[src/rtl/nec_motor_ctrl.sv]
// nec_motor_ctrl: multi-channel NEC remote motor controller.
// Decodes NEC command frames, keeps per-channel on/off, direction and target
// duty, soft-ramps the applied duty and drives each H-bridge pair with PWM.
// Optional build macro: ADDR_FILTER_EN (also check address byte and its
// complement against ADDR_VAL).
//
// state   | meaning
// --------+---------------------------------------------------------------
// StOff   | channel idle, applied duty held at 0, pair outputs low
// StRun   | applied duty ramps toward target on each ramp tick
// StBrake | applied duty ramps to 0, then dead time, then dir flips -> StRun
module nec_motor_ctrl #(
  parameter int          CHANNELS   = 2,
  parameter int          DUTY_W     = 7,
  parameter int          PWM_PERIOD = 100,
  parameter int          PRESCALE   = 240,
  parameter int          DUTY_STEP  = 10,
  parameter int          DUTY_INIT  = 30,
  parameter int          RAMP_DIV   = 1000,
  parameter int          DEAD_CYC   = 2000,
  parameter logic [7:0]  KEY_PWR    = 8'h45,
  parameter logic [7:0]  KEY_UP     = 8'h46,
  parameter logic [7:0]  KEY_DN     = 8'h15,
  parameter logic [7:0]  KEY_DIR    = 8'h44,
  parameter logic [7:0]  KEY_CH     = 8'h40,
  parameter logic [7:0]  ADDR_VAL   = 8'h00
) (
  input  logic                  CLK,
  input  logic                  RST,
  input  logic                  CodeValid,
  input  logic [31:0]           CodeIn,
  output logic [2*CHANNELS-1:0] DriveOut,
  output logic [2:0]            SelChan,
  output logic [CHANNELS-1:0]   ChanOn,
  output logic                  CodeErr
);

  localparam int RAMP_W = $clog2(RAMP_DIV + 1);
  localparam int PRE_W  = $clog2(PRESCALE + 1);
  localparam int DEAD_W = $clog2(DEAD_CYC + 1);
  // A step larger than the period saturates identically to a step of one period.
  localparam int STEP_SAT = (DUTY_STEP > PWM_PERIOD) ? PWM_PERIOD : DUTY_STEP;

  localparam logic [DUTY_W:0]   STEP_X    = (DUTY_W+1)'(STEP_SAT);
  localparam logic [DUTY_W:0]   PERIOD_X  = (DUTY_W+1)'(PWM_PERIOD);
  localparam logic [DUTY_W-1:0] PERIOD_D  = DUTY_W'(PWM_PERIOD);
  localparam logic [DUTY_W-1:0] PCNT_LAST = DUTY_W'(PWM_PERIOD - 1);
  localparam logic [DUTY_W-1:0] INIT_D    = DUTY_W'(DUTY_INIT);
  localparam logic [RAMP_W-1:0] RAMP_LOAD = RAMP_W'(RAMP_DIV - 1);
  localparam logic [PRE_W-1:0]  PRE_LOAD  = PRE_W'(PRESCALE - 1);
  localparam logic [DEAD_W-1:0] DEAD_LOAD = DEAD_W'(DEAD_CYC - 1);
  localparam logic [2:0]        CH_LAST   = 3'(CHANNELS - 1);

  typedef enum logic [1:0] {StOff, StRun, StBrake} chanState_t;

  logic              frameOk;
  logic              accept;
  logic [7:0]        cmd;
  logic              cmdPwr, cmdUp, cmdDn, cmdDir, cmdCh;
  logic [RAMP_W-1:0] rampCnt;
  logic              rampTick;
  logic [PRE_W-1:0]  preCnt;
  logic              pwmStep;
  logic [DUTY_W-1:0] pcnt;
  logic              pcntWrap;
  logic [2:0]        selChan;

  assign cmd = CodeIn[23:16];

`ifdef ADDR_FILTER_EN
  assign frameOk = (CodeIn[31:24] == ~CodeIn[23:16]) &&
                   (CodeIn[15:8] == ~CodeIn[7:0]) &&
                   (CodeIn[7:0] == ADDR_VAL);
`else
  logic unusedAddr;
  assign unusedAddr = ^{CodeIn[15:0], ADDR_VAL};
  assign frameOk    = (CodeIn[31:24] == ~CodeIn[23:16]);
`endif

  assign accept = CodeValid && frameOk;
  assign cmdPwr = accept && (cmd == KEY_PWR);
  assign cmdUp  = accept && (cmd == KEY_UP);
  assign cmdDn  = accept && (cmd == KEY_DN);
  assign cmdDir = accept && (cmd == KEY_DIR);
  assign cmdCh  = accept && (cmd == KEY_CH);

  assign rampTick = (rampCnt == '0);
  assign pwmStep  = (preCnt == '0);
  assign pcntWrap = pwmStep && (pcnt == PCNT_LAST);

  // Channel selection and the one-cycle rejected-frame pulse.
  always_ff @(posedge CLK or posedge RST) begin
    if (RST) begin
      selChan <= '0;
      CodeErr <= 1'b0;
    end else begin
      CodeErr <= CodeValid && !frameOk;
      if (cmdCh) selChan <= (selChan == CH_LAST) ? 3'd0 : selChan + 3'd1;
    end
  end

  assign SelChan = selChan;

  // Global ramp-tick divider and PWM prescaler/period counter.
  always_ff @(posedge CLK or posedge RST) begin
    if (RST) begin
      rampCnt <= RAMP_LOAD;
      preCnt  <= PRE_LOAD;
      pcnt    <= '0;
    end else begin
      rampCnt <= rampTick ? RAMP_LOAD : rampCnt - 1'b1;
      preCnt  <= pwmStep ? PRE_LOAD : preCnt - 1'b1;
      if (pwmStep) pcnt <= (pcnt == PCNT_LAST) ? '0 : pcnt + 1'b1;
    end
  end

  for (genvar i = 0; i < CHANNELS; i++) begin : gChan
    chanState_t        st, stN;
    logic              dir, dirN;
    logic [DUTY_W-1:0] tgt, tgtN;
    logic [DUTY_W-1:0] app, appN;
    logic [DUTY_W-1:0] sh, shN;
    logic [DEAD_W-1:0] deadCnt, deadN;
    logic [1:0]        drive, driveN;
    logic [DUTY_W:0]   upSum;
    logic              hit;
    logic              forceOff;
    logic              pwm;

    assign hit   = (selChan == 3'(i));
    assign upSum = {1'b0, tgt} + STEP_X;
    assign pwm   = (pcnt < sh);

    // Command handling first, then ramp/dead-time/shadow updates on the result.
    always_comb begin
      stN      = st;
      dirN     = dir;
      tgtN     = tgt;
      appN     = app;
      shN      = sh;
      deadN    = DEAD_LOAD;
      forceOff = 1'b0;
      driveN   = 2'b00;
      if (hit) begin
        if (cmdUp) tgtN = (upSum > PERIOD_X) ? PERIOD_D : upSum[DUTY_W-1:0];
        if (cmdDn) tgtN = ({1'b0, tgt} < STEP_X) ? '0 : tgt - STEP_X[DUTY_W-1:0];
        if (cmdPwr) begin
          if (st == StOff) begin
            stN = StRun;
          end else begin
            stN      = StOff;
            forceOff = 1'b1;
          end
        end
        if (cmdDir) begin
          if (st == StOff)      dirN = ~dir;
          else if (st == StRun) stN  = StBrake;
        end
      end
      case (stN)
        StRun: begin
          if (rampTick) begin
            if (app < tgtN)      appN = app + 1'b1;
            else if (app > tgtN) appN = app - 1'b1;
          end
        end
        StBrake: begin
          if (rampTick && (app != '0)) appN = app - 1'b1;
        end
        default: appN = '0;
      endcase
      // Dead time only counts once the pair is provably silent.
      if ((stN == StBrake) && (app == '0) && (sh == '0)) begin
        if (deadCnt == '0) begin
          dirN = ~dir;
          stN  = StRun;
        end else begin
          deadN = deadCnt - 1'b1;
        end
      end
      if (pcntWrap) shN = app;
      if (forceOff) shN = '0;
      if (!forceOff) driveN = {pwm & dir, pwm & ~dir};
    end

    // Per-channel state registers, including the registered pair outputs.
    always_ff @(posedge CLK or posedge RST) begin
      if (RST) begin
        st      <= StOff;
        dir     <= 1'b0;
        tgt     <= INIT_D;
        app     <= '0;
        sh      <= '0;
        deadCnt <= DEAD_LOAD;
        drive   <= 2'b00;
      end else begin
        st      <= stN;
        dir     <= dirN;
        tgt     <= tgtN;
        app     <= appN;
        sh      <= shN;
        deadCnt <= deadN;
        drive   <= driveN;
      end
    end

    assign DriveOut[2*i +: 2] = drive;
    assign ChanOn[i]          = (st != StOff);
  end

endmodule

[config.mk]
export PLATFORM = sky130hd
export DESIGN_NAME = nec_motor_ctrl
export DESIGN_NICKNAME = d
export VERILOG_FILES = /design/src/rtl/nec_motor_ctrl.sv
export SDC_FILE = /design/constraint.sdc
export NUM_CORES = 1
export LEC_CHECK = 0
export BUFFER_PORTS_ARGS = -buffer_cell sky130_fd_sc_hd__buf_4
export CAP_MARGIN = 20
export CORE_ASPECT_RATIO = 1.75
export CORE_UTILIZATION = 36
export CTS_CLUSTER_SIZE = 16
export DETAILED_ROUTE_END_ITERATION = 16
export PLACE_DENSITY = 0.64
export SLEW_MARGIN = 20
export SYNTH_ARGS = -nofsm -noshare
export SYNTH_HDL_FRONTEND = slang
export SYNTH_SLANG_ARGS = --single-unit
[constraint.sdc]
create_clock -name CLK -period 5.5 [get_ports CLK]
set_clock_uncertainty 0.05 [all_clocks]
set_input_delay 1.1 -clock CLK [delete_from_list [all_inputs] [get_ports CLK]]
set_output_delay 1.1 -clock CLK [all_outputs]
set_load 0.02 [all_outputs]
==> results.toml, run 1 <==
[yosys]
synth_nets = 835
yosys.area.top_type = "dfrtp_1"
syn_area_per_cell_um2 = 8.88
yosysMostFrequentCell = "nand2_1"
synth_area_um2 = 6700
yosysTopAreaCellShare_pct = 23.1
synth_ff_type = "dfrtp_1"
synth_common_cells = "nand2_1 (68), nor2_1 (64), dfrtp_1 (62)"
synth_edf_count = 0
synthCells = 755
yosysUniqueCellTypes = 66
synthArstFlopShare_pct = 100
ys_seq_elements = 103
yosys_warnings = 0
synth.yosys.seq_area_share_pct = 39.2
yosys-top-cells-area = "dfrtp_1 (23%), dfstp_2 (16%), ha_1 (8.4%), o21ai_0 (4.3%), nand2_1 (3.8%)"

[floorplan]
die_x_um = 105
core_um2 = 18100
rows = 65
dieArea_um2 = 19200
pin_count = 45
start_util_pct = 37.0
die_h_um = 183

[clock_network]
numCtsBuffers = 9
clockRootBuffer = "clkbuf_16"
cts_buffer_depth = 2
cts_tree = "done"
cts_setup_buffers = 0
path_clk_slew_ps = 70
htree_levels = 3
cts_resized = 0
clkLatencyLatePin_ps = 350
cts_hold_buf = 0
cts.sinks = 103

[timing]
finalMaxSlewViolations = 0
tns_ps = 0
grt_setup_unrepaired = "no"
worst_slack_ps = 949
max_slew_margin_pct = 34.2
max_freq_mhz = 220
finalSetupViolations = 0
period_share_pct = 82.7
whs_ps = 405
worst_pin_slew_ps = 980
fin_crit_ps = 4550
finalHoldViolCount = 0

[setup_path]
crit_end = "gChan[1].app[5]"
reg2reg_from = "gChan[1].tgt[1]"
reg2reg_slack_ps = 950
path_class = "reg -> reg"
r2r_cells = 16
start_kind = "register"
critical_path.startpoint = "gChan[1].tgt[1]"
critPathRequiredTime_ps = 5670
crit_path_end_kind = "register"
crit_fanout = 11
crit_arrival_ps = 4720
r2r-end = "gChan[1].app[5]"

[power_and_ir_drop]
switching_power_uw = 314
finalPower_mw = 1.46
combPwrFrac_pct = 3.3
clkPwrFrac_pct = 44.5
vdd_drop_max_mv = 0.136
p_leak_nw = 3.19
p_int_mw = 1.14
power_switching_share_pct = 21.6
cellPowerDensity_nw_per_um2 = 196
pwr-share-seq_pct = 52.2

[cells_and_area]
drive_gt1_share_pct = 13.3
nNetsFinal = 852
utilization_pct = 41.0
diodes = 0
syn_to_final_growth_pct = 11.0
final_area_um2 = 7440
fin_cells = 1011
nFillCells = 1794

[placement]
dp.cells = 995
post-place-ws_ps = 798
hpwlAfterDp_mm = 11.3
io_buffers = 28
place.gp.congestion = 0.853
post_dp_cell_area_um2 = 7140

[grt]
grt_overflow = 0
met3_usage_pct = 2.86
grtUsageMet1_pct = 16.9
grt_busiest_layer = "met2"
grt_pass1_vias = 5532
antenna_found_initial = 0
grt_pass1_wl_mm = 25.5
grtUsageTotal_pct = 16.6
grt_max_degree = 59
use_met2_pct = 31.6

[routing]
vias = 5501
wl_per_cell_um = 14.9
wl_mm = 15.0
first_pass_iters = 4
avgViaCountPerCell = 5.44
antenna_left = 0
drc = 0
drtIter0Drc = 234

[min_path]
min_path_type = "reg -> reg"

[run]
max-cap-violations = 0

[run_status]
status = "complete, no violations"
## layout by cell type, fill, tap and decap left out, types with 6 or more instances in the layout
| cell | instances |
|---|---|
| a21oi_1 | 32 |
| a31oi_1 | 6 |
| and2_1 | 9 |
| and3_1 | 11 |
| buf_4 | 35 |
| clkbuf_16 | 9 |
| dfrtp_1 | 62 |
| dfstp_2 | 41 |
| ha_1 | 45 |
| inv_1 | 47 |
| mux2i_1 | 16 |
| nand2_1 | 68 |
| nand2b_1 | 14 |
| nand3_1 | 22 |
| nand3b_1 | 6 |
| nand4_1 | 10 |
| nor2_1 | 64 |
| nor2b_1 | 11 |
| nor3_1 | 28 |
| nor4_1 | 13 |
| nor4b_1 | 7 |
| o21ai_0 | 57 |
| o31ai_1 | 15 |
| or3_1 | 10 |
| xnor2_1 | 22 |
| xor2_1 | 28 |
## layer usage
layer | wire length, um | up-vias
met3 | 422 | 37
met2 | 8170 | 98
li1 | - | 2722
met4 | 511 | 0
met5 | 0 | -
met1 | 5920 | 2644
## power by group through the flow
stage | Sequential (mW) | Clock (mW) | Combinational, mW
final | 0.760 | 0.648 | 0.0473
after global routing | 0.760 | 0.693 | 0.0538
after CTS | 0.760 | 0.672 | 0.0489
after detailed placement | 0.773 | 0 | 0.0487
after global placement | 0.773 | 0 | 0.0481
after floorplan | 0.773 | 0 | 0.0252
## sequential cells by signal, summed over array words and instances, names as in the netlist
register,flops
gChan.dir,2
pcnt,7
CodeErr,1
SelChan,3
gChan.deadCnt,22
preCnt,8
gChan.app,14
rampCnt,10
gChan.sh,14
gChan.st,4
gChan.drive,4
gChan.tgt,14
## worst min path at each step
stage / startpoint / slack, ps / cells after the start / end
finish: rampCnt[0] / 400 / 1 / rampCnt[0]
global route: rampCnt[0] / 420 / 1 / rampCnt[0]
CTS: rampCnt[0] / 410 / 1 / rampCnt[0]
detailed placement: gChan[0].deadCnt[0] / 390 / 1 / gChan[0].deadCnt[0]
global placement: rampCnt[0] / 390 / 1 / rampCnt[0]
floorplan: preCnt[0] / 380 / 1 / preCnt[0]
## worst max-delay path, cell delays in order, from the launching register on
cell	delay, ps
dfstp_2	650
inv_1	70
ha_1	340
a2111oi_0	490
o32ai_1	150
a22oi_1	470
a31oi_1	150
o21ai_0	240
o41a_1	200
ha_1	150
nand2_1	40
o21ai_0	380
nor2_1	70
o31a_1	250
o21ai_1	340
or2_1	260
o21ai_0	120
## layout make-up
cell class	instances	area, um^2	share of cell area, %
flip-flops and latches	103	2630	35.3
clock buffers	11	243	3.26
multi-input cells	575	3780	50.7
clock inverters	5	57.6	0.773
inverters	48	183	2.45
repair buffers	35	263	3.53
well taps	234	293	3.93
## logic make-up after synthesis
family                     synth area share [%]
and+or+nand+nor                            23.0
adders and majority gates                  8.40
xor gates and xnor gates                   6.53
DFF                                        39.2
muxes                                      2.39
buffers and inverters                      4.52
AOI/OAI and AO/OA                          15.9
Power figures use the tool's default switching activity.
==> run 2: changes to the inputs <==
clock period = 4.5 ns   (was 5.5 ns; I/O delays follow)
==> results.toml, run 2 (synthesis results as in run 1) <==
[run_status]
status = "complete, no violations"

[floorplan]
core_um2 = 18100
pin_count = 45
start_util_pct = 37.0
die_h_um = 183
dieArea_um2 = 19200
die_x_um = 105
rows = 65

[timing]
max_freq_mhz = 243
tns_ps = 0
finalHoldViolCount = 0
fin_crit_ps = 4110
finalSetupViolations = 0
worst_pin_slew_ps = 1010
finalMaxSlewViolations = 0
period_share_pct = 91.4
grt_setup_unrepaired = "no"
max_slew_margin_pct = 32.7

[clock_network]
clockRootBuffer = "clkbuf_16"
path_clk_slew_ps = 70
numCtsBuffers = 9
cts.sinks = 103
cts_buffer_depth = 2
cts_hold_buf = 0
cts_tree = "done"
clkLatencyLatePin_ps = 360
htree_levels = 3

[grt]
grt_overflow = 0
grt_pass1_wl_mm = 25.9
grt_max_degree = 46
grtUsageTotal_pct = 17.0
grt_pass1_vias = 5559
antenna_found_initial = 0

[routing]
wl_per_cell_um = 15.0
drc = 0
vias = 5521
first_pass_iters = 4
antenna_left = 0
drtIter0Drc = 226
wl_mm = 15.3
avgViaCountPerCell = 5.40

[power_and_ir_drop]
finalPower_mw = 1.79
p_leak_nw = 3.24
pwr-share-seq_pct = 51.8
p_int_mw = 1.41
power_switching_share_pct = 21.2
switching_power_uw = 381
clkPwrFrac_pct = 44.9
cellPowerDensity_nw_per_um2 = 238
vdd_drop_max_mv = 0.179
combPwrFrac_pct = 3.3

[cells_and_area]
fin_cells = 1022
drive_gt1_share_pct = 14.6
regMostFlops = "gChan.deadCnt"
diodes = 0
final_common_cell = "nand2_1"
syn_to_final_growth_pct = 12.4
largest_register_ffs = 22
nNetsFinal = 863
nFillCells = 1817
final_cell_mix = "nand2_1 (68), nor2_1 (63), dfrtp_1 (62)"

[min_path]
hold_path_end = "preCnt[0]"
holdPathStages = 1
min_path_type = "reg -> reg"
hp-start = "preCnt[0]"

[setup_path]
r2r-end = "gChan[1].app[4]"
crit_path_end_kind = "register"
crit_arrival_ps = 4290
start_kind = "register"
reg2reg_from = "gChan[1].tgt[1]"
crit_fanout = 11
reg2reg_slack_ps = 390
r2r_cells = 17
path_class = "reg -> reg"
critPathRequiredTime_ps = 4680

[run]
max-cap-violations = 0

[placement]
hpwlAfterDp_mm = 11.7
io_buffers = 28
dp.cells = 1005
place.gp.congestion = 0.882
## run 2: cell type report
class                      count  area [um^2]  share of cell area [%]
multi-input combinational    575         3780                    50.2
sequential                   103         2630                    34.9
timing repair buffer          46          343                    4.55
tap                          234          293                    3.88
clock buffer                  12          256                    3.40
inverter                      48          183                    2.42
clock inverter                 4         51.3                   0.680
## run 2: layer usage
metal,vias to the layer above,global-route usage (%),part of all wire (%)
li1,2751,-,-
met1,2656,17.6,39
met2,87,32.8,56
met3,27,3.00,2.6
met4,0,8.00,2.8
met5,-,0,0
## run 2: stage by stage
stage | cell area, um^2 | util [%] | hold WS (ps) | setup WS (ps)
global route | 7540 | 41.6 | 423 | 67.5
global placement | 7210 | 39.8 | 388 | 253
floorplan | 6700 | - | 378 | 254
detailed placement | 7210 | 39.8 | 395 | 238
finish | 7540 | 41.6 | 413 | 386
CTS | 7520 | 41.5 | 414 | 208
## run 2: power groups by stage
| stage | combinational, mW | clock (mW) | sequential [mW] |
|---|---|---|---|
| after floorplan | 0.0308 | 0 | 0.945 |
| after global placement | 0.0611 | 0 | 0.945 |
| after detailed placement | 0.0611 | 0 | 0.945 |
| after CTS | 0.0615 | 0.832 | 0.929 |
| after global routing | 0.0677 | 0.866 | 0.928 |
| final | 0.0598 | 0.805 | 0.929 |
## run 2: repair_timing
action | in CTS | in global routing
endpoints found under the setup margin | 0 | 4
buffers inserted | 0 | 0
endpoints found under the hold margin | 0 | 0
gates resized for setup | 0 | 3
## run 2: how the worst max path moves through the flow
stage                    startpoint               to  slack [ps]  cells past startpoint
finish              gChan[1].tgt[1]  gChan[1].app[4]         390                     17
CTS                 gChan[1].tgt[1]  gChan[1].app[4]         210                     17
global route        gChan[1].tgt[1]  gChan[1].app[4]          70                     17
detailed placement  gChan[1].tgt[1]  gChan[1].app[4]         240                     17
global placement    gChan[1].tgt[1]  gChan[1].app[4]         250                     17
floorplan                CodeIn[21]  gChan[0].app[3]         250                     11
## run 2: worst max-delay path, cell delays in order, from the launching register on
cell,delay (ps)
dfstp_2,640
inv_1,70
ha_1,340
a2111oi_0,460
o32ai_1,140
a22oi_1,290
nand2_1,180
o22ai_1,240
a21o_1,150
ha_1,240
a21oi_1,190
a21oi_1,120
o21a_1,190
nor2_2,170
buf_4,180
a21oi_1,40
o21ai_0,180
o21ai_0,110
==> run 3: changes to the inputs <==
clock period = 5.19 ns   (was 4.5 ns; I/O delays follow)
==> results.toml, run 3 (synthesis results as in run 1) <==
[placement]
dp.cells = 996
post_dp_cell_area_um2 = 7150
hpwlAfterDp_mm = 11.5
place.gp.congestion = 0.859
io_buffers = 28

[routing]
antenna_left = 0
drc = 0
wl_per_cell_um = 15.0
wl_mm = 15.2
avgViaCountPerCell = 5.43
vias = 5495
drtIter0Drc = 206
first_pass_iters = 7

[min_path]
holdPathStages = 1
min_path_type = "reg -> reg"
hp-start = "preCnt[0]"
hold_path_end = "preCnt[0]"

[timing]
tns_ps = 0
period_share_pct = 85.5
worst_pin_slew_ps = 992
max_freq_mhz = 225
finalHoldViolCount = 0
max_slew_margin_pct = 33.8
fin_crit_ps = 4440
finalSetupViolations = 0
grt_setup_unrepaired = "no"
whs_ps = 402
finalMaxSlewViolations = 0

[cells_and_area]
final_cell_mix = "nand2_1 (68), nor2_1 (64), dfrtp_1 (62)"
final_common_cell = "nand2_1"
drive_gt1_share_pct = 13.5
largest_register_ffs = 22
regMostFlops = "gChan.deadCnt"
syn_to_final_growth_pct = 11.6
nNetsFinal = 853
diodes = 0
nFillCells = 1811
final_area_um2 = 7480
fin_cells = 1012

[clock_network]
htree_levels = 3
cts_setup_buffers = 0
cts_hold_buf = 0
cts_resized = 0
clkLatencyLatePin_ps = 360
cts_tree = "done"
path_clk_slew_ps = 70
cts.sinks = 103
clockRootBuffer = "clkbuf_16"
cts_buffer_depth = 2
numCtsBuffers = 9

[power_and_ir_drop]
vdd_drop_max_mv = 0.160
finalPower_mw = 1.60
cellPowerDensity_nw_per_um2 = 213
p_leak_nw = 3.20

[run]
max-cap-violations = 0

[setup_path]
r2r_cells = 16
path_class = "in -> reg"
critical_path.max_stage_delay_ps = 460
critical_path_buf_inv_count = 1
reg2reg_slack_ps = 790
reg2reg_from = "gChan[1].tgt[1]"
crit_path_top_delay_cell = "a2111oi_0"
critPathRequiredTime_ps = 5400
cp_top_family = "simple AND/OR/NAND/NOR gates"
crit_arrival_ps = 4650
r2r-end = "gChan[1].app[4]"
crit_fanout = 8
cp_cell_sequence = "buf_4 > xor2_1 > nand4_1 > nor2_1 > nand4_1 > or2_2 > a211oi_1 > ha_1 > a21oi_1 > a21oi_1 > nor3_1 > nand2_1 > a2111oi_0 > o21ai_0 > o31ai_1"
start_kind = "input port"
crit_path_end_kind = "register"

[floorplan]
start_util_pct = 37.0
core_um2 = 18100
die_h_um = 183
rows = 65
dieArea_um2 = 19200
die_x_um = 105
pin_count = 45

[grt]
grt_pass1_vias = 5461
grt_max_degree = 77
antenna_found_initial = 0
grtUsageTotal_pct = 16.8
grt_overflow = 0
grt_pass1_wl_mm = 25.8

[run_status]
status = "complete, no violations"
[run 3: worst max-delay path by stage]
stage / startpoint / endpoint / slack (ps) / cells past startpoint
after global routing: gChan[1].tgt[1] / gChan[1].app[6] / 440 / 17
after detailed placement: CodeIn[23] / gChan[0].app[3] / 470 / 15
final: CodeIn[23] / gChan[0].app[3] / 750 / 15
after global placement: CodeIn[23] / gChan[0].app[3] / 510 / 15
after floorplan: CodeIn[21] / gChan[0].app[3] / 810 / 11
after CTS: gChan[1].tgt[1] / gChan[1].app[6] / 810 / 17
[run 3: layout make-up]
cell class,count,area [um^2],area share [%]
tap,234,293,3.91
timing repair buffer,36,270,3.61
clock buffer,11,243,3.24
inverter,48,183,2.44
clock inverter,5,81.3,1.09
multi-input combinational,575,3780,50.6
sequential,103,2630,35.1
[run 3: worst register-to-register path: stages, from the launching register on]
cell and delay, ps:
dfstp_2 650, inv_1 70, ha_1 340, a2111oi_0 450, o32ai_1 140, a22oi_1 460, nand2_1 210, o22ai_1 250
a21o_1 150, ha_1 240, a21oi_1 170, a21oi_1 120, nor3_1 470, a21oi_1 140, o21ai_0 100, o21ai_0 90
o21ai_0 190
[run 3: metrics by stage]
step	setup slack, ps	util, %
finish	755	41.2
global route	438	41.2
CTS	808	41.2
detailed placement	470	39.4
global placement	510	39.4
floorplan	806	-
[run 3: report_power, final]
| part | switching [mW] | total, mW | leakage (nW) | internal, mW |
|---|---|---|---|---|
| Sequential | 0.000640 | 0.805 | 1.19 | 0.805 |
| Combinational | 0.0326 | 0.0501 | 1.85 | 0.0176 |
| Clock | 0.306 | 0.742 | 0.156 | 0.436 |
[run 3: routing by layer]
layer | vias up | share of wire, % | global-route usage, %
met3 | 31 | 2.7 | 2.43
met2 | 99 | 54 | 31.9
met4 | 0 | 3.4 | 9.18
met1 | 2640 | 40 | 17.5
met5 | - | 0 | 0
li1 | 2725 | - | -
